<file path="config.mk">
export PLATFORM = sky130hd
export DESIGN_NAME = percep_infer_seq_flat
export DESIGN_NICKNAME = d
export VERILOG_FILES = /design/src/rtl/percep_infer_seq_if.sv /design/src/rtl/percep_infer_seq.sv /design/src/flat_wrapper.sv
export SDC_FILE = /design/constraint.sdc
export NUM_CORES = 1
export LEC_CHECK = 0
export CAP_MARGIN = 20
export CORE_ASPECT_RATIO = 0.75
export CORE_MARGIN = 1.5
export CORE_UTILIZATION = 50
export DETAILED_ROUTE_END_ITERATION = 10
export PLACE_DENSITY = 0.74
export SYNTH_ARGS = -nofsm -noshare
export SYNTH_HDL_FRONTEND = slang
export SYNTH_SLANG_ARGS = --single-unit
</file>
<file path="constraint.sdc">
create_clock -name clk -period 6.7 [get_ports clk]
set_input_delay 1.005 -clock clk [delete_from_list [all_inputs] [get_ports clk]]
set_output_delay 1.005 -clock clk [all_outputs]
set_load 0.01 [all_outputs]
</file>
<file path="src/rtl/percep_infer_seq_if.sv">
// percep_infer_seq_if: load stream, ydx memory, FP MAC and result signals of the perceptron sequencer
interface percep_infer_seq_if #(
  parameter int MEM_WIDTH_YDX = 17,
  parameter int MEM_ADDR_YDX  = 7,
  parameter int FP_WIDTH      = 16
);
  logic                     infer_ena;
  logic                     d_vld;
  logic [MEM_WIDTH_YDX-1:0] d_txt_in;
  logic                     mem_we;
  logic [MEM_ADDR_YDX-1:0]  mem_addr;
  logic [MEM_WIDTH_YDX-1:0] mem_wdata;
  logic [MEM_WIDTH_YDX-1:0] mem_rdata;
  logic                     mac_vld;
  logic                     mac_last;
  logic [FP_WIDTH-1:0]      mac_x;
  logic [FP_WIDTH-1:0]      mac_w;
  logic                     mac_rdy;
  logic                     net_vld;
  logic [FP_WIDTH-1:0]      net;
  logic                     res_vld;
  logic                     ya;
  logic                     yd;
  logic [MEM_ADDR_YDX-1:0]  err_cnt;
  logic                     infer_done;
  logic                     infer_fail;
  modport master (
    input  infer_ena, d_vld, d_txt_in, mem_rdata, mac_rdy, net_vld, net,
    output mem_we, mem_addr, mem_wdata, mac_vld, mac_last, mac_x, mac_w,
           res_vld, ya, yd, err_cnt, infer_done, infer_fail
  );
  modport slave (
    output infer_ena, d_vld, d_txt_in, mem_rdata, mac_rdy, net_vld, net,
    input  mem_we, mem_addr, mem_wdata, mac_vld, mac_last, mac_x, mac_w,
           res_vld, ya, yd, err_cnt, infer_done, infer_fail
  );
endinterface

</file>
<file path="src/rtl/percep_infer_seq.sv">
// percep_infer_seq: loads ydx samples and weights, drives an FP16 MAC per sample and counts class mismatches
module percep_infer_seq #(
  parameter int MEM_WIDTH_YDX = 17,
  parameter int MEM_ADDR_YDX  = 7,
  parameter int ATTR          = 5,
  parameter int INFER_NUM     = 20,
  parameter int FP_WIDTH      = 16,
  parameter int FAIL_THR      = 20
) (
  input logic clk,
  input logic rst,
  percep_infer_seq_if.master bus
);
  localparam int AW = $clog2(ATTR);
  localparam int NW = INFER_NUM * ATTR;
  typedef enum logic [2:0] {IDLE, LOAD_X, LOAD_W, RD, ISSUE, WAIT_NET, CMP, DONE} state_t;
  state_t state, nxt;
  logic ena_q, rd_q, yd_q, ya_q;
  logic [MEM_ADDR_YDX-1:0] cnt, s, err_q, rd_addr;
  logic [AW-1:0] a, wk;
  logic [FP_WIDTH-1:0] x_q;
  logic [FP_WIDTH-1:0] wreg [ATTR];
  logic abort, hs, last_a, mis;
  assign abort   = state != IDLE && state != DONE && !bus.infer_ena;
  assign last_a  = a == AW'(ATTR - 1);
  assign hs      = state == ISSUE && bus.mac_rdy;
  assign mis     = ya_q != yd_q;
  assign rd_addr = MEM_ADDR_YDX'(s * ATTR) + MEM_ADDR_YDX'(a);
  always_ff @(posedge clk) state <= rst ? IDLE : nxt;
  always_comb begin
    nxt = state;
    case (state)
      IDLE:     if (bus.infer_ena && !ena_q) nxt = LOAD_X;
      LOAD_X:   if (bus.d_vld && cnt == MEM_ADDR_YDX'(NW - 1)) nxt = LOAD_W;
      LOAD_W:   if (bus.d_vld && wk == AW'(ATTR - 1)) nxt = RD;
      RD:       nxt = ISSUE;
      ISSUE:    if (bus.mac_rdy) nxt = last_a ? WAIT_NET : RD;
      WAIT_NET: if (bus.net_vld) nxt = CMP;
      CMP:      nxt = s == MEM_ADDR_YDX'(INFER_NUM - 1) ? DONE : RD;
      DONE:     if (!bus.infer_ena) nxt = IDLE;
      default:  nxt = IDLE;
    endcase
    if (abort) nxt = IDLE;
  end
  always_ff @(posedge clk) begin
    if (rst) begin
      ena_q <= 1'b0;
      rd_q  <= 1'b0;
      yd_q  <= 1'b0;
      ya_q  <= 1'b0;
      cnt   <= '0;
      s     <= '0;
      err_q <= '0;
      a     <= '0;
      wk    <= '0;
      x_q   <= '0;
      for (int i = 0; i < ATTR; i++) wreg[i] <= '0;
    end else begin
      ena_q <= bus.infer_ena;
      rd_q  <= state == RD;
      if (nxt == IDLE) begin
        cnt   <= '0;
        s     <= '0;
        a     <= '0;
        wk    <= '0;
        err_q <= '0;
      end else begin
        if (state == LOAD_X && bus.d_vld) cnt <= cnt + 1'b1;
        if (state == LOAD_W && bus.d_vld) begin
          wreg[wk] <= bus.d_txt_in[FP_WIDTH-1:0];
          wk       <= wk + 1'b1;
        end
        // first ISSUE cycle: RAM data is fresh, freeze it for the stall
        if (rd_q) begin
          x_q <= bus.mem_rdata[FP_WIDTH-1:0];
          if (a == '0) yd_q <= bus.mem_rdata[MEM_WIDTH_YDX-1];
        end
        if (hs && !last_a) a <= a + 1'b1;
        if (state == WAIT_NET && bus.net_vld) ya_q <= ~bus.net[FP_WIDTH-1];
        if (state == CMP) begin
          err_q <= (mis && err_q != '1) ? err_q + 1'b1 : err_q;
          s     <= s + 1'b1;
          a     <= '0;
        end
      end
    end
  end
  always_comb begin
    bus.mem_we     = !rst && state == LOAD_X && bus.d_vld && bus.infer_ena;
    bus.mem_addr   = state == LOAD_X ? cnt : (state == RD || state == ISSUE) ? rd_addr : '0;
    bus.mem_wdata  = state == LOAD_X ? bus.d_txt_in : '0;
    bus.mac_vld    = !rst && state == ISSUE && bus.infer_ena;
    bus.mac_last   = bus.mac_vld && last_a;
    bus.mac_x      = state != ISSUE ? '0 : rd_q ? bus.mem_rdata[FP_WIDTH-1:0] : x_q;
    bus.mac_w      = state == ISSUE ? wreg[a] : '0;
    bus.res_vld    = state == CMP;
    bus.ya         = ya_q;
    bus.yd         = yd_q;
    bus.err_cnt    = err_q;
    bus.infer_done = state == DONE;
    bus.infer_fail = state == DONE && err_q >= MEM_ADDR_YDX'(FAIL_THR);
  end
endmodule

</file>
<file path="src/flat_wrapper.sv">
// flat-port wrapper written by rule: the top's interface ports become plain ports
module percep_infer_seq_flat 
#(
  parameter int MEM_WIDTH_YDX = 17,
  parameter int MEM_ADDR_YDX  = 7,
  parameter int ATTR          = 5,
  parameter int INFER_NUM     = 20,
  parameter int FP_WIDTH      = 16,
  parameter int FAIL_THR      = 20
)
  (clk, rst, bus_infer_ena, bus_d_vld, bus_d_txt_in, bus_mem_rdata, bus_mac_rdy, bus_net_vld, bus_net, bus_mem_we, bus_mem_addr, bus_mem_wdata, bus_mac_vld, bus_mac_last, bus_mac_x, bus_mac_w, bus_res_vld, bus_ya, bus_yd, bus_err_cnt, bus_infer_done, bus_infer_fail);
  percep_infer_seq_if #(.MEM_WIDTH_YDX(MEM_WIDTH_YDX), .MEM_ADDR_YDX(MEM_ADDR_YDX), .FP_WIDTH(FP_WIDTH)) bus_i ();
  input logic clk;
  input logic rst;
  input wire logic [$bits(bus_i.infer_ena)-1:0] bus_infer_ena;
  input wire logic [$bits(bus_i.d_vld)-1:0] bus_d_vld;
  input wire logic [$bits(bus_i.d_txt_in)-1:0] bus_d_txt_in;
  input wire logic [$bits(bus_i.mem_rdata)-1:0] bus_mem_rdata;
  input wire logic [$bits(bus_i.mac_rdy)-1:0] bus_mac_rdy;
  input wire logic [$bits(bus_i.net_vld)-1:0] bus_net_vld;
  input wire logic [$bits(bus_i.net)-1:0] bus_net;
  output wire logic [$bits(bus_i.mem_we)-1:0] bus_mem_we;
  output wire logic [$bits(bus_i.mem_addr)-1:0] bus_mem_addr;
  output wire logic [$bits(bus_i.mem_wdata)-1:0] bus_mem_wdata;
  output wire logic [$bits(bus_i.mac_vld)-1:0] bus_mac_vld;
  output wire logic [$bits(bus_i.mac_last)-1:0] bus_mac_last;
  output wire logic [$bits(bus_i.mac_x)-1:0] bus_mac_x;
  output wire logic [$bits(bus_i.mac_w)-1:0] bus_mac_w;
  output wire logic [$bits(bus_i.res_vld)-1:0] bus_res_vld;
  output wire logic [$bits(bus_i.ya)-1:0] bus_ya;
  output wire logic [$bits(bus_i.yd)-1:0] bus_yd;
  output wire logic [$bits(bus_i.err_cnt)-1:0] bus_err_cnt;
  output wire logic [$bits(bus_i.infer_done)-1:0] bus_infer_done;
  output wire logic [$bits(bus_i.infer_fail)-1:0] bus_infer_fail;
  assign bus_i.infer_ena = bus_infer_ena;
  assign bus_i.d_vld = bus_d_vld;
  assign bus_i.d_txt_in = bus_d_txt_in;
  assign bus_i.mem_rdata = bus_mem_rdata;
  assign bus_i.mac_rdy = bus_mac_rdy;
  assign bus_i.net_vld = bus_net_vld;
  assign bus_i.net = bus_net;
  assign bus_mem_we = bus_i.mem_we;
  assign bus_mem_addr = bus_i.mem_addr;
  assign bus_mem_wdata = bus_i.mem_wdata;
  assign bus_mac_vld = bus_i.mac_vld;
  assign bus_mac_last = bus_i.mac_last;
  assign bus_mac_x = bus_i.mac_x;
  assign bus_mac_w = bus_i.mac_w;
  assign bus_res_vld = bus_i.res_vld;
  assign bus_ya = bus_i.ya;
  assign bus_yd = bus_i.yd;
  assign bus_err_cnt = bus_i.err_cnt;
  assign bus_infer_done = bus_i.infer_done;
  assign bus_infer_fail = bus_i.infer_fail;
  percep_infer_seq #(.MEM_WIDTH_YDX(MEM_WIDTH_YDX), .MEM_ADDR_YDX(MEM_ADDR_YDX), .ATTR(ATTR), .INFER_NUM(INFER_NUM), .FP_WIDTH(FP_WIDTH), .FAIL_THR(FAIL_THR)) u_core (.clk(clk), .rst(rst), .bus(bus_i));
endmodule
</file>
# After elaboration in Yosys (flattened, before gate mapping)
# Memory sizes are Yosys's and may differ from the RTL's. A register that Yosys moved wholly into a read port is not among the register bits.
# Cells that the tools add are included.
# W data, S select, Z words.
# op_classes
add_sub_neg	6
multipliers	1
n_div	0
n_lt_le_gt_ge	1
n_eq_ne	15
shift	0
muxes	27
bitwise_logic	2
reduce_logical	33
# op_table
op	n
$mux W16	4
$mux W3	12
$pmux W3 S8	1
$add A7 B1 Y7 const B	3
$eq A3 B3 Y1 const B	6
$logic_and A1 B1 Y1	18
$mux W17	1
$reduce_or A16 Y1	1
$mux W7	2
$logic_not A3 Y1	3
$add A7 B3 Y7	1
$eq A7 B5 Y1 const B	1
$eq A7 B7 Y1 const B	1
$ge A7 B5 Y1 const B	1
$mul A7 B3 Y7 const B	1
$mux W1	7
$ne A7 B7 Y1 const B	1
$add A3 B1 Y3 const B	2
$eq A3 B2 Y1 const B	2
$ne A3 B3 Y1 const B	2
$logic_not A1 Y1	4
$reduce_and A2 Y1	2
$eq A3 B1 Y1 const B	1
$reduce_and A3 Y1	1
other kinds (6)	7
# totals
regBits	50
latchBits	0
ram_bits	80
rom_bits	0
wordCells	97
n_memories	1
# mem_list
memory	words	word_bits	rd	rd_clocked_by_memory_dff	write_ports	line_no	source
u_core.wreg	5	16	1	1	5	percep_infer_seq.sv:22	logic [FP_WIDTH-1:0] wreg [ATTR];

# Longest topological paths before layout
# Gate-level depths: netlist of run 1.
# logic_depth
word_depth	11
mapped_depth	11
depth_no_buf	10

# Worst setup path after synthesis of run 1
# OpenSTA, ideal clock, no wires.
# synth_timing
kind	input-to-reg
start	input bus_mac_rdy
end	memory u_core.wreg[5][0] (enable)
arrival_ns	3.866
slack_ns	2.404
cell_stages	7
n_path_buf	1
path_cell_list	a21boi_0 -> a21oi_1 -> o221ai_1 -> nand3b_1 -> and3_1 -> clkbuf_1 -> nor4_1
# synth_lines
item	line_no	source
start, declared	flat_wrapper.sv:19	input wire logic [$bits(bus_i.mac_rdy)-1:0] bus_mac_rdy;
end, declared	percep_infer_seq.sv:22	

==> metrics.txt, run 1 <==
status finished clean; Final nets 887; GRT Resource Usage Total around 22%; Root Buffer clkbuf_16; pin count of the biggest net entering global routing 47; Post-Place Setup Slack ~1.7 ns; DR vias approximately 5700; Final Max Slew Viols 0; CTS buffer count 17; Synth Register Bits roughly 180; Detailed Route Iter0 Violations 340; fin worst setup slack 2.17 ns; total power 2.37 mW; primary flip-flop cell chosen by synthesis mapping edfxtp_1; crit path launch type primary input; fin crit share between 60 and 70%; post-CTS sizing 0; Buf+Inv Stages, Crit Path 1; Finished Layout Cells roughly 1100; ys async rst share 0%; crit end category flop; arrival time at the worst endpoint 4.57 ns; die footprint around 19000 um^2; Clock transition at path regs 0.06 ns; Clock power frac between 40 and 50%; Switch Pwr 0.483 mW; VDD IR max 0.156 mV; input/output buffers ~110; setup TNS 0 ns; RSZ-0062 raised after global routing false; sw frac roughly a fifth; combinational power share 3.9%; GPL Wtd Cong 0.804; Top delay family on crit path compound AO/OA/AOI/OAI gates; CP Cell Sequence clkdlybuf4s50_1 > a21oi_1 > o21ai_1 > o21ai_2 > or2_0 > a311oi_4 > or2_1; layout cell share with drive strength beyond 1 ~11%; Routed wire per std cell ~19 um; P_int 1.89 mW; Die W 157 um; first-pass GRT wire length between 30000 and 40000 um; Synth cell types 56; Max Fclk 221 MHz; critical path peak fanout 17; worst slew pin tran 1.07 ns; Post-CTS Setup Inserts 0; initial antenna violation count 0; ant diodes 0; Slew headroom between 20 and 30%; CTS tree built; Flop pwr share 51.4%; Tmin final 4.53 ns; Synth area leader edfxtp_1; sequential fraction of the synthesis area approximately 55%; WS Path Type in -> reg; CTS Sinks approximately 180; Leakage between 3 and 4 nW; Routed Antenna Nets 0; Reg area just under 5000 um^2; Mean Syn Cell Area roughly 13 um^2; # setup viols final 0; initial core utilization roughly half; Slowest cell on crit path a311oi_4; cts hold-fix bufs 0; DP Wirelength roughly 13000 um; I/O pin total between 100 and 150; largest cells by area after synthesis edfxtp_1 43%, dfxtp_1 12%, mux4_2 8.1%; Core Area ~18000 um^2; number of flops mapped to enable cells by yosys about 130; DR pass1 iterations 7; number of global-route vias before repair between 5000 and 6000; Worst EP required between 6 and 7 ns; fillcell total between 1000 and 1500; Placed Instances between 1000 and 1500; cell count after synthesis approximately 710; Die Height 119 um; CP peak stage delay between 0.9 and 1 ns; worst-skew pair later-pin latency between 0.4 and 0.5 ns; yosys warns 0; Syn Nets between 700 and 800; Fin Clk Skew roughly 0.0069 ns; area grow syn2layout 22.5%; Pwr Density 217 nW/um^2; drt via density 5.39; hold crit path type reg -> reg; maxcap violations 0; Cell Area, Synth just under 9000 um^2; Detailed Route WL 19800 um; final hold viol count 0; top cell type's share of synthesized area 43.2%; clock buffer depth 2; H-tree Lvls 4; GRT overflow 0; row cnt between 40 and 50; multi-input logic area 3770 um^2; DR DRC count 0
[worst reg2reg max path: stages, from the launching register on]
cell	delay, ns
dfxtp_1	0.96
nand4b_1	0.30
nor3_1	0.38
o21ai_2	0.16
or2_0	0.42
a311oi_4	0.97
or2_1	0.92
[cell families after synthesis]
logic type | count (synthesis) | share of synthesized area, %
adders and majority gates | 24 | 3.46
AOI/OAI and AO/OA | 45 | 3.66
DFF | 181 | 55.1
muxes | 91 | 14.8
and+or+nand+nor | 282 | 17.6
buffers and inverters | 57 | 2.73
xor gates and xnor gates | 27 | 2.66
[area by class of cell]
| class | count | area share (%) |
|---|---|---|
| multi-input combinational | 469 | 34.6 |
| inverter | 17 | 0.586 |
| sequential | 181 | 45.0 |
| timing repair buffer | 121 | 11.2 |
| clock inverter | 14 | 1.84 |
| clock buffer | 18 | 3.94 |
| tap | 242 | 2.78 |
[sequential cells by signal (all words and copies together) (netlist names), named ones only]
register / cells
u_core.wreg: 128
u_core.x_q: 16
u_core.bus.err_cnt: 7
u_core.cnt: 7
u_core.s: 7
u_core.a: 3
u_core.state: 3
u_core.wk: 3
u_core.bus.ya: 1
u_core.bus.yd: 1
u_core.ena_q: 1
u_core.rd_q: 1
[routing by layer]
metal | routed length, um | vias to the layer above | GRT usage (%)
li1 | - | 2722 | -
met1 | 9010 | 2830 | 31.4
met2 | 9590 | 150 | 36.0
met3 | 947 | 18 | 4.47
met4 | 223 | 0 | 5.60
met5 | 0 | - | 0
[per-stage QoR]
stage	cell area, um^2	hold slack, ns	util [%]
final	10900	0.472	62.1
after global placement	10200	0.458	58.2
after CTS	10900	0.479	61.9
after floorplan	8890	0.448	-
after global routing	10900	0.499	62.1
after detailed placement	10200	0.471	58.3
[cells in the mapped netlist (9+ instances only)]
library cell and count:
nor2_1 68, mux2i_1 58, and2_1 100, dfxtp_1 53, edfxtp_1 128, mux4_2 32
a21oi_1 10, nor3_1 9, ha_1 23, xor2_1 11, inv_1 17, nand2_1 21
clkbuf_1 24, xnor2_1 16, o21ai_0 12, nand2b_1 39
[final timing paths]
check,from,slack (ns),to,depth (start not counted)
worst min register to register,u_core.x_q[5]$_SDFFE_PP0N_,0.47,u_core.x_q[5]$_SDFFE_PP0N_,2
worst max-delay path,bus_infer_ena,2.17,u_core.wreg[4][12]$_SDFFCE_PN0P_,7
worst max register to register,u_core.state[1]$_SDFF_PP0_,2.21,u_core.wreg[4][12]$_SDFFCE_PN0P_,6
worst min-delay path,u_core.x_q[5]$_SDFFE_PP0N_,0.47,u_core.x_q[5]$_SDFFE_PP0N_,2
[power by group through the flow]
stage | Combinational, mW | Clock [mW] | Sequential, mW
finish | 0.0933 | 1.06 | 1.22
global placement | 0.0881 | 0 | 1.24
global route | 0.101 | 1.12 | 1.22
CTS | 0.0932 | 1.07 | 1.22
floorplan | 0.0397 | 0 | 1.24
detailed placement | 0.0926 | 0 | 1.24
[cells in the final DEF (no fill, tap or decap), types with 3 or more instances in the layout]
cell and count:
inv_1 17, nand3_1 6, clkinv_4 3, clkdlybuf4s50_1 111
ha_1 23, a21o_1 3, clkbuf_16 17, a31oi_2 4
o21ai_1 3, or2_1 5, mux4_2 32, xnor2_1 16
nand2_1 21, nor2_1 68, and3_1 5, nand2b_1 39
o21ai_0 12, mux2i_1 58, a21oi_1 10, dfxtp_1 51
edfxtp_1 128, and2_1 100, clkinvlp_4 3, nand4_1 8
bufinv_16 4, nor3_1 8, inv_6 3, buf_4 7
xor2_1 11
No activity file was read; power rests on OpenSTA's default activity.
==> run 2: changes to the inputs <==
Settings changed: PLACE_DENSITY 0.74 to 0.77.
Clock period 6.7 ns to 4 ns, I/O delays scaled along.
==> metrics.txt, run 2 (synthesis gave the netlist of run 1 again) <==
hold path depth 2; DR pass1 iterations 5; worst reg2reg startpoint u_core.a[0]$_SDFFE_PP0P_; layout cell share with drive strength beyond 1 13.5%; I/O pin total 127; CTS Sinks ~180; critical path peak fanout 5; Hold Crit Endpoint u_core.x_q[8]$_SDFFE_PP0N_; combinational power share 4.1%; cts hold-fix bufs 0; Placed Instances ~1000; Hold Path Origin u_core.x_q[8]$_SDFFE_PP0N_; GRT met3 Usage roughly 4.5%; H-tree Lvls 4; crit path launch type flop; crit end category output port; die footprint 18600 um^2; VDD IR max roughly 0.25 mV; Root Buffer clkbuf_16; DR DRC count 0; Detailed Route Iter0 Violations roughly 440; Detailed Route WL around 21000 um; Flop pwr share a little over 50%; Critical Path Source u_core.s[0]$_SDFFE_PP0P_; P_int between 3 and 4 mW; hold slack 0.477 ns; GRT Resource Usage Total between 20% and 30%; Clock power frac between 40 and 50%; Final nets between 900 and 1000; maxcap violations 0; drt via density between 5 and 6; Die W around 160 um; commonest non-fill, non-tap cell in the layout edfxtp_1; Routed wire per std cell 19.1 um; Leakage between 3 and 4 nW; hold crit path type reg -> reg; pin count of the biggest net entering global routing 43; area grow syn2layout 24.4%; Reg area between 4000 and 5000 um^2; GPL Wtd Cong between 0.8 and 0.9; row cnt between 40 and 50; Die Height between 100 and 150 um; flop-to-flop setup slack 0.91 ns; WS Path Type reg -> out; Slew headroom a little under a third; DR vias 5916; Pwr Density between 300 and 400 nW/um^2; GRT overflow 0; worst slew pin tran slightly above 1 ns; biggest regs u_core.wreg (128), u_core.x_q (16); ant diodes 0; status finished clean; Clock transition at path regs ~0.070 ns; initial core utilization 50.7%; Final Max Slew Viols 0; fin crit share approximately 97%; arrival time at the worst endpoint ~3.3 ns; initial antenna violation count 0; multi-input logic area approximately 3800 um^2; Fin Clk Skew 0.0149 ns; Worst EP required approximately 3.4 ns; CTS buffer count 17; FF-to-FF End u_core.wreg[6][3]$_DFFE_PP_; worst r2r path cells 9; Biggest register u_core.wreg; most used routing layer met2; worst-skew pair later-pin latency roughly 0.44 ns; input/output buffers approximately 110; Finished Layout Cells 1080; Post-CTS Setup Inserts 0; flip-flop count of the largest register after layout between 100 and 150; setup TNS 0 ns; fillcell total ~1300; number of global-route vias before repair about 6200; fin util 63.0%; CTS tree built; Core Area 17600 um^2; final hold viol count 0; met2 Track Usage GR roughly two fifths; DP Wirelength between 10000 and 15000 um; Routed Antenna Nets 0; RSZ-0062 raised after global routing false; Tmin final between 3 and 4 ns; grt met1 use between 30% and 40%; most frequent cells in the layout 128 x edfxtp_1, 111 x clkdlybuf4s50_1, 100 x and2_1, 68 x nor2_1, 58 x mux2i_1; Max Fclk approximately 260 MHz; Switch Pwr 0.834 mW; # setup viols final 0; clock buffer depth 2; first-pass GRT wire length roughly 33000 um; sw frac 20.8%; post-CTS sizing 0
run 2: final cells by class:
class,count,area share [%]
multi-input combinational,469,34.1
sequential,181,44.4
tap,242,2.74
inverter,17,0.577
timing repair buffer,139,12.4
clock buffer,17,3.84
clock inverter,15,2.00
run 2: worst max-delay path, stage by stage, from the launching register on:
cell	delay (ns)
dfxtp_2	0.35
ha_1	0.29
ha_1	0.29
ha_1	0.29
a21o_1	0.19
a21oi_2	0.17
o21ai_0	0.14
xnor2_1	0.16
a211o_1	0.29
o21ai_0	0.09
clkdlybuf4s50_1	0.57
run 2: worst max-delay path by stage:
stage	cells after the start	slack (ns)	endpoint
detailed placement	10	0.52	bus_mem_addr[6]
finish	10	0.13	bus_mem_addr[6]
global placement	10	0.51	bus_mem_addr[6]
CTS	10	0.02	bus_mem_addr[6]
global route	10	0.005	bus_mem_addr[6]
floorplan	10	0.06	u_core.wreg[5][0]$_DFFE_PP_
run 2: metrics by stage:
step / setup WS, ns / power (mW) / area (um^2)
after detailed placement: 0.519 / 2.24 / 10400
after global routing: 0.00489 / 4.13 / 11100
after CTS: 0.0192 / 4.04 / 11100
final: 0.130 / 4.01 / 11100
after floorplan: 0.0606 / 2.14 / 8890
after global placement: 0.507 / 2.23 / 10400
run 2: layer usage:
layer	vias up	wire (um)	share of wire (%)
met5	-	0	0
met4	0	342	1.7
met3	29	932	4.5
met2	158	10200	50
met1	2967	9110	44
li1	2762	-	-
run 2: power by group through the flow:
stage | Sequential (mW) | Clock, mW | Combinational [mW]
2_1_floorplan | 2.07 | 0 | 0.0665
5_1_grt | 2.04 | 1.91 | 0.174
3_3_place_gp | 2.08 | 0 | 0.156
6_report | 2.04 | 1.81 | 0.162
4_1_cts | 2.04 | 1.84 | 0.164
3_5_place_dp | 2.08 | 0 | 0.163
==> edit 1, RTL diff (flow settings as in run 2) <==
`MEM_ADDR_YDX` is set to 7 in 3 places; all go to 6.
--- a/src/rtl/percep_infer_seq_if.sv
+++ b/src/rtl/percep_infer_seq_if.sv
@@ -2,5 +2,5 @@
 interface percep_infer_seq_if #(
   parameter int MEM_WIDTH_YDX = 17,
-  parameter int MEM_ADDR_YDX  = 7,
+  parameter int MEM_ADDR_YDX  = 6,
   parameter int FP_WIDTH      = 16
 );
--- a/src/rtl/percep_infer_seq.sv
+++ b/src/rtl/percep_infer_seq.sv
@@ -2,5 +2,5 @@
 module percep_infer_seq #(
   parameter int MEM_WIDTH_YDX = 17,
-  parameter int MEM_ADDR_YDX  = 7,
+  parameter int MEM_ADDR_YDX  = 6,
   parameter int ATTR          = 5,
   parameter int INFER_NUM     = 20,
--- a/src/flat_wrapper.sv
+++ b/src/flat_wrapper.sv
@@ -3,5 +3,5 @@
 #(
   parameter int MEM_WIDTH_YDX = 17,
-  parameter int MEM_ADDR_YDX  = 7,
+  parameter int MEM_ADDR_YDX  = 6,
   parameter int ATTR          = 5,
   parameter int INFER_NUM     = 20,
Ports: changed (resized bus_err_cnt and bus_mem_addr); port bits go from 127 to 125. No check against the original RTL was run, so the function may have changed too.
==> edit 1 against run 2 <==
Sequential cell count is 3 lower. Routed wire length is 3.3% lower. Worst setup slack better by 52 ps. Combinational power is 2% higher. Via count is 3.3% lower. Highest routed layer unchanged. Power is 4.7% lower. Design area is 4.2% lower. Clock power is 9.9% lower. Synthesized area is 2.6% lower. Largest cell class unchanged. Final cell count is 6.4% lower.
==> edit 1: results (changes against run 2) <==
YOSYS-TOP-CELLS-COUNT='sky130_fd_sc_hd__edfxtp_1, sky130_fd_sc_hd__and2_1, sky130_fd_sc_hd__nor2_1'
DRIVE_ABOVE_1_SHARE_PCT=13.8  # +0.33 points
TRACK_USAGE_PCT=22.7  # -0.70 points
YOSYS.AREA_SHARE.XOR_XNOR_PCT=2.33  # -0.33 points
NETLIST-CELL-TYPE-COUNT=59  # +5.4%
SYNTH-ADDER-AREA-SHARE_PCT=3.12  # -0.34 points
POWER_REPORT.INTERNAL_TOTAL_mW=2.97  # -6.4%
CRITICAL_PATH.ENDPOINT='bus_mem_addr[5]'
REG2REG_SLACK_PS=730  # -180 ps
TOTALWIRELENGTH_UM=19900  # -3.3%
IR_DROP_mV=0.261  # +3.5%
SYN_NETS=749  # -4.8%
SETUP.WORST_PATH.START='u_core.s[3]'
CLOCK_SKEW_PS=9.09  # -5.78 ps
STATUS='complete, no violations'
SW_SHARE_PCT=22.3  # +1.5 points
PLACED_CELL_AREA_UM2=10000  # -3.8%
GATE_FAMILY_RESPONSIBLE_FOR_THE_MOST_DELAY_ALONG_THE_WORST_PATH='adder cells'
GRT_FIRST_PASS_WIRELENGTH_UM=30800  # -6.0%
HOLD_WS_PS=461  # -15.6 ps
NUMBER_OF_NETS_IN_THE_FINISHED_DESIGN=860  # -5.0%
FILL_CELLS=1251  # -7.1%
SHARE_OF_THE_SYNTHESIZED_AREA_IN_COMPOUND_GATES_AO_OA_AOI_OAI_PCT=4.92  # +1.3 points
GLOBALROUTEMET3UTIL_PCT=4.79  # +0.24 points
SYN_AREA_PER_CELL_UM2=12.9  # +2.5%
ROUTE.DETAILED.VIAS_PER_INST=5.66  # +3.3%
POWER.CLOCK.TOTAL_mW=1.63  # -9.9%
CRIT-REG2REG-LAUNCH='u_core.state[0]'
PART_OF_THE_CYCLE_THE_WORST_PATH_NEEDS_PCT=95.4  # -1.3 points
COMBPWRFRAC_PCT=4.3  # +0.2 points
DR_WL_MET3_UM=860  # -7.7%
GP_ROUTABILITY_CONGESTION=0.785  # -6.5%
PIN_COUNT_OF_THE_BIGGEST_NET_ENTERING_GLOBAL_ROUTING=38  # -12%
POWER_LEAKAGE_nW=3.54  # -6.8%
MET2_WIRELENGTH_UM=9950  # -2.6%
FIRST_GLOBAL_VIAS=5836  # -5.3%
PLACE_WORST_SETUP_SLACK_PS=555  # +36.5 ps
-- edit 1: cell types whose count changed after synthesis, sizes merged, moves of 4 or more --
cell | run 2 | this run
nor3 | 9 | 5
or2 | 9 | 4
o21a | 0 | 4
nor2 | 68 | 60
clkbuf | 24 | 17
o21ai | 16 | 10
buf | 16 | 22
a211oi | 0 | 4
nand2 | 21 | 54
nand2b | 39 | 1
xnor2 | 16 | 12
-- edit 1: cell families (layout without fill, tap and decap cells) --
family | Yosys count | after routing
AO/OA/AOI/OAI | 49 | 49
XOR/XNOR | 23 | 23
adder cells (fa/ha/maj) | 21 | 21
flip-flops | 178 | 178
AND/OR/NAND/NOR | 258 | 258
multiplexers | 88 | 88
buffers and inverters | 55 | 179
-- edit 1: layout make-up --
type,instances,area share [%]
clock buffers,17,4.01
repair buffers,131,12.0
well taps,215,2.54
multi-input cells,439,33.7
flip-flops and latches,178,45.8
inverters,16,0.567
clock inverters,15,1.43
==> edit 2, RTL diff (flow settings as in run 2) <==
Without the edit above. Encoding of `state_t`: now Gray code (3 bits for 8 states).
--- a/src/rtl/percep_infer_seq.sv
+++ b/src/rtl/percep_infer_seq.sv
@@ -14,5 +14,5 @@
   localparam int AW = $clog2(ATTR);
   localparam int NW = INFER_NUM * ATTR;
-  typedef enum logic [2:0] {IDLE, LOAD_X, LOAD_W, RD, ISSUE, WAIT_NET, CMP, DONE} state_t;
+  typedef enum logic [2:0] {IDLE = 3'b000, LOAD_X = 3'b001, LOAD_W = 3'b011, RD = 3'b010, ISSUE = 3'b110, WAIT_NET = 3'b111, CMP = 3'b101, DONE = 3'b100} state_t;
   state_t state, nxt;
   logic ena_q, rd_q, yd_q, ya_q;
Check against the original RTL: same outputs for any inputs over 10 cycles, from zero or initial values and one cycle with rst high; not proved beyond that.
==> edit 2 against run 2 <==
Critical path type unchanged. Die area down 1.2%. Maximum frequency up 1.8%. Final cell count fell by 1.9%. Power decreased by 6.8%. Clock power fell by 16%. Worst setup slack better by 68 ps. Non-clock buffer count fell by 4. Synthesized area is 1.3% lower. Design area down 2.8%. Sequential cell count unchanged. Routed wire length decreased by 8.5%.
==> edit 2: results (changes against run 2) <==
NUMBER_OF_SYNTHESIZED_FLOPS_WITH_AN_ENABLE_PIN=128  # unchanged
DRIVE_ABOVE_1_SHARE_PCT=12.5  # -0.97 points
YOSYS-TOP-CELLS-COUNT='sky130_fd_sc_hd__edfxtp_1, sky130_fd_sc_hd__and2_1, sky130_fd_sc_hd__nor2_1'
CRIT_SLOWEST_CELL='sky130_fd_sc_hd__clkdlybuf4s50_1'
WORST_PIN_SLEW_PS=1030  # +1.49 ps
TRACK_USAGE_PCT=21.6  # -1.8 points
TOTALWIRELENGTH_UM=18900  # -8.5%
INSERTION_DELAY_PS=430
GP_ROUTABILITY_CONGESTION=0.772  # -8.1%
DETAILEDROUTE.FIRSTPASSITERATIONCOUNT=5  # unchanged
PIN_COUNT_OF_THE_BIGGEST_NET_ENTERING_GLOBAL_ROUTING=48  # +12%
GATE_FAMILY_RESPONSIBLE_FOR_THE_MOST_DELAY_ALONG_THE_WORST_PATH='adder cells'
CLOCK_SKEW_PS=9.87  # -5.00 ps
IR_DROP_mV=0.296  # +17%
PLACE.PORT_BUFFERS=111  # unchanged
DRT_FIRST_ITER_VIOLATIONS=423  # -2.8%
SYN_NETS=774  # -1.7%
ROUTED-VIA-COUNT=5749  # -2.8%
YS_TOP_CELLS_BY_AREA='sky130_fd_sc_hd__edfxtp_1, sky130_fd_sc_hd__dfxtp_1, sky130_fd_sc_hd__mux4_2'
CP_MAX_FO=6  # +1
FILL_CELLS=1281  # -4.8%
PLACE_WORST_SETUP_SLACK_PS=666  # +148 ps
CTS_SETUP_BUFFERS=0  # unchanged
CLOCK_ROOT_BUFFER='sky130_fd_sc_hd__clkbuf_16'
GRT_FIRST_PASS_WIRELENGTH_UM=30200  # -7.9%
SYNTH_SEQUENTIAL_AREA_RATIO_PCT=55.8  # +0.71 points
POWER_LEAKAGE_nW=3.69  # -2.8%
STATUS='complete, no violations'
FIRST_GLOBAL_VIAS=5766  # -6.4%
NUMBER_OF_NETS_IN_THE_FINISHED_DESIGN=890  # -1.7%
CTS.HTREE.LEVELS=4  # unchanged
NETLIST-CELL-TYPE-COUNT=50  # -11%
CP_DATA_ARRIVAL_TIME_PS=3200  # -70 ps
DETAILEDPLACEMENTHPWL_UM=12600  # -8.8%
[edit 2: changes by cell type after synthesis, moves of 4 or more]
| cell | delta |
|---|---|
| sky130_fd_sc_hd__o21ai_0 | -4 |
| sky130_fd_sc_hd__a31oi_2 | -4 |
| sky130_fd_sc_hd__nand2_1 | +7 |
| sky130_fd_sc_hd__nand3_1 | +5 |
| sky130_fd_sc_hd__mux2i_1 | -8 |
| sky130_fd_sc_hd__xor2_1 | +5 |
| sky130_fd_sc_hd__nor2_1 | -6 |
[edit 2: cell families (layout without fill, tap and decap cells)]
group / after synthesis / after routing / synth area share, %
compound gates: 41 / 41 / 3.73
xor+xnor: 29 / 29 / 2.89
fa+ha+maj: 24 / 24 / 3.50
buf+inv: 55 / 184 / 2.72
flops: 181 / 181 / 55.8
mux: 82 / 82 / 13.9
simple gates: 282 / 282 / 17.4
[edit 2: where the power goes]
group | leakage, nW | internal, mW | switching (mW)
clock network | 0.259 | 0.803 | 0.717
registers | 1.68 | 2.03 | 0.0101
logic | 1.75 | 0.0860 | 0.0903
total | 3.69 | 2.92 | 0.817
[edit 2: path summary, 6_finish.rpt]
path | from | to | slack, ps | depth (start not counted)
worst max-delay path | u_core.s[0] | bus_mem_addr[6] | 200 | 9
worst min-delay path | u_core.x_q[14] | u_core.x_q[14] | 470 | 2
worst max register to register | u_core.state[0] | u_core.wreg[2][1] | 1040 | 8
worst min register to register | u_core.x_q[14] | u_core.x_q[14] | 470 | 2
[edit 2: final cells by class]
class | count | share of cell area, %
inverter | 17 | 0.594
clock inverter | 13 | 0.908
sequential | 181 | 45.6
multi-input combinational | 458 | 34.1
tap | 236 | 2.75
timing repair buffer | 135 | 12.0
clock buffer | 19 | 4.03
[edit 2: routing by layer]
metal	wire length, µm	track usage, %	vias to the layer above
met4	153	5.95	0
met2	9060	34.8	196
met5	0	0	-
met3	1310	4.90	8
li1	-	-	2710
met1	8330	29.6	2835
[edit 2: worst register-to-register path, delay by kind of cell, from the launching register on]
kind / cells / cell delay, ps
buf+inv: 3 / 790
compound gates: 2 / 660
flops: 1 / 600
simple gates: 3 / 600
[edit 2: per-stage QoR]
stage	cell area, µm²	utilization (%)	instances	hold WS [ps]	power (mW)
2_1_floorplan	8780	-	694	448	2.15
3_3_place_gp	10200	60.2	1027	458	2.25
3_5_place_dp	10200	60.2	1027	466	2.26
4_1_cts	10800	63.3	1059	481	3.76
5_1_grt	10800	63.3	1059	504	3.85
6_report	10800	63.3	1059	474	3.73
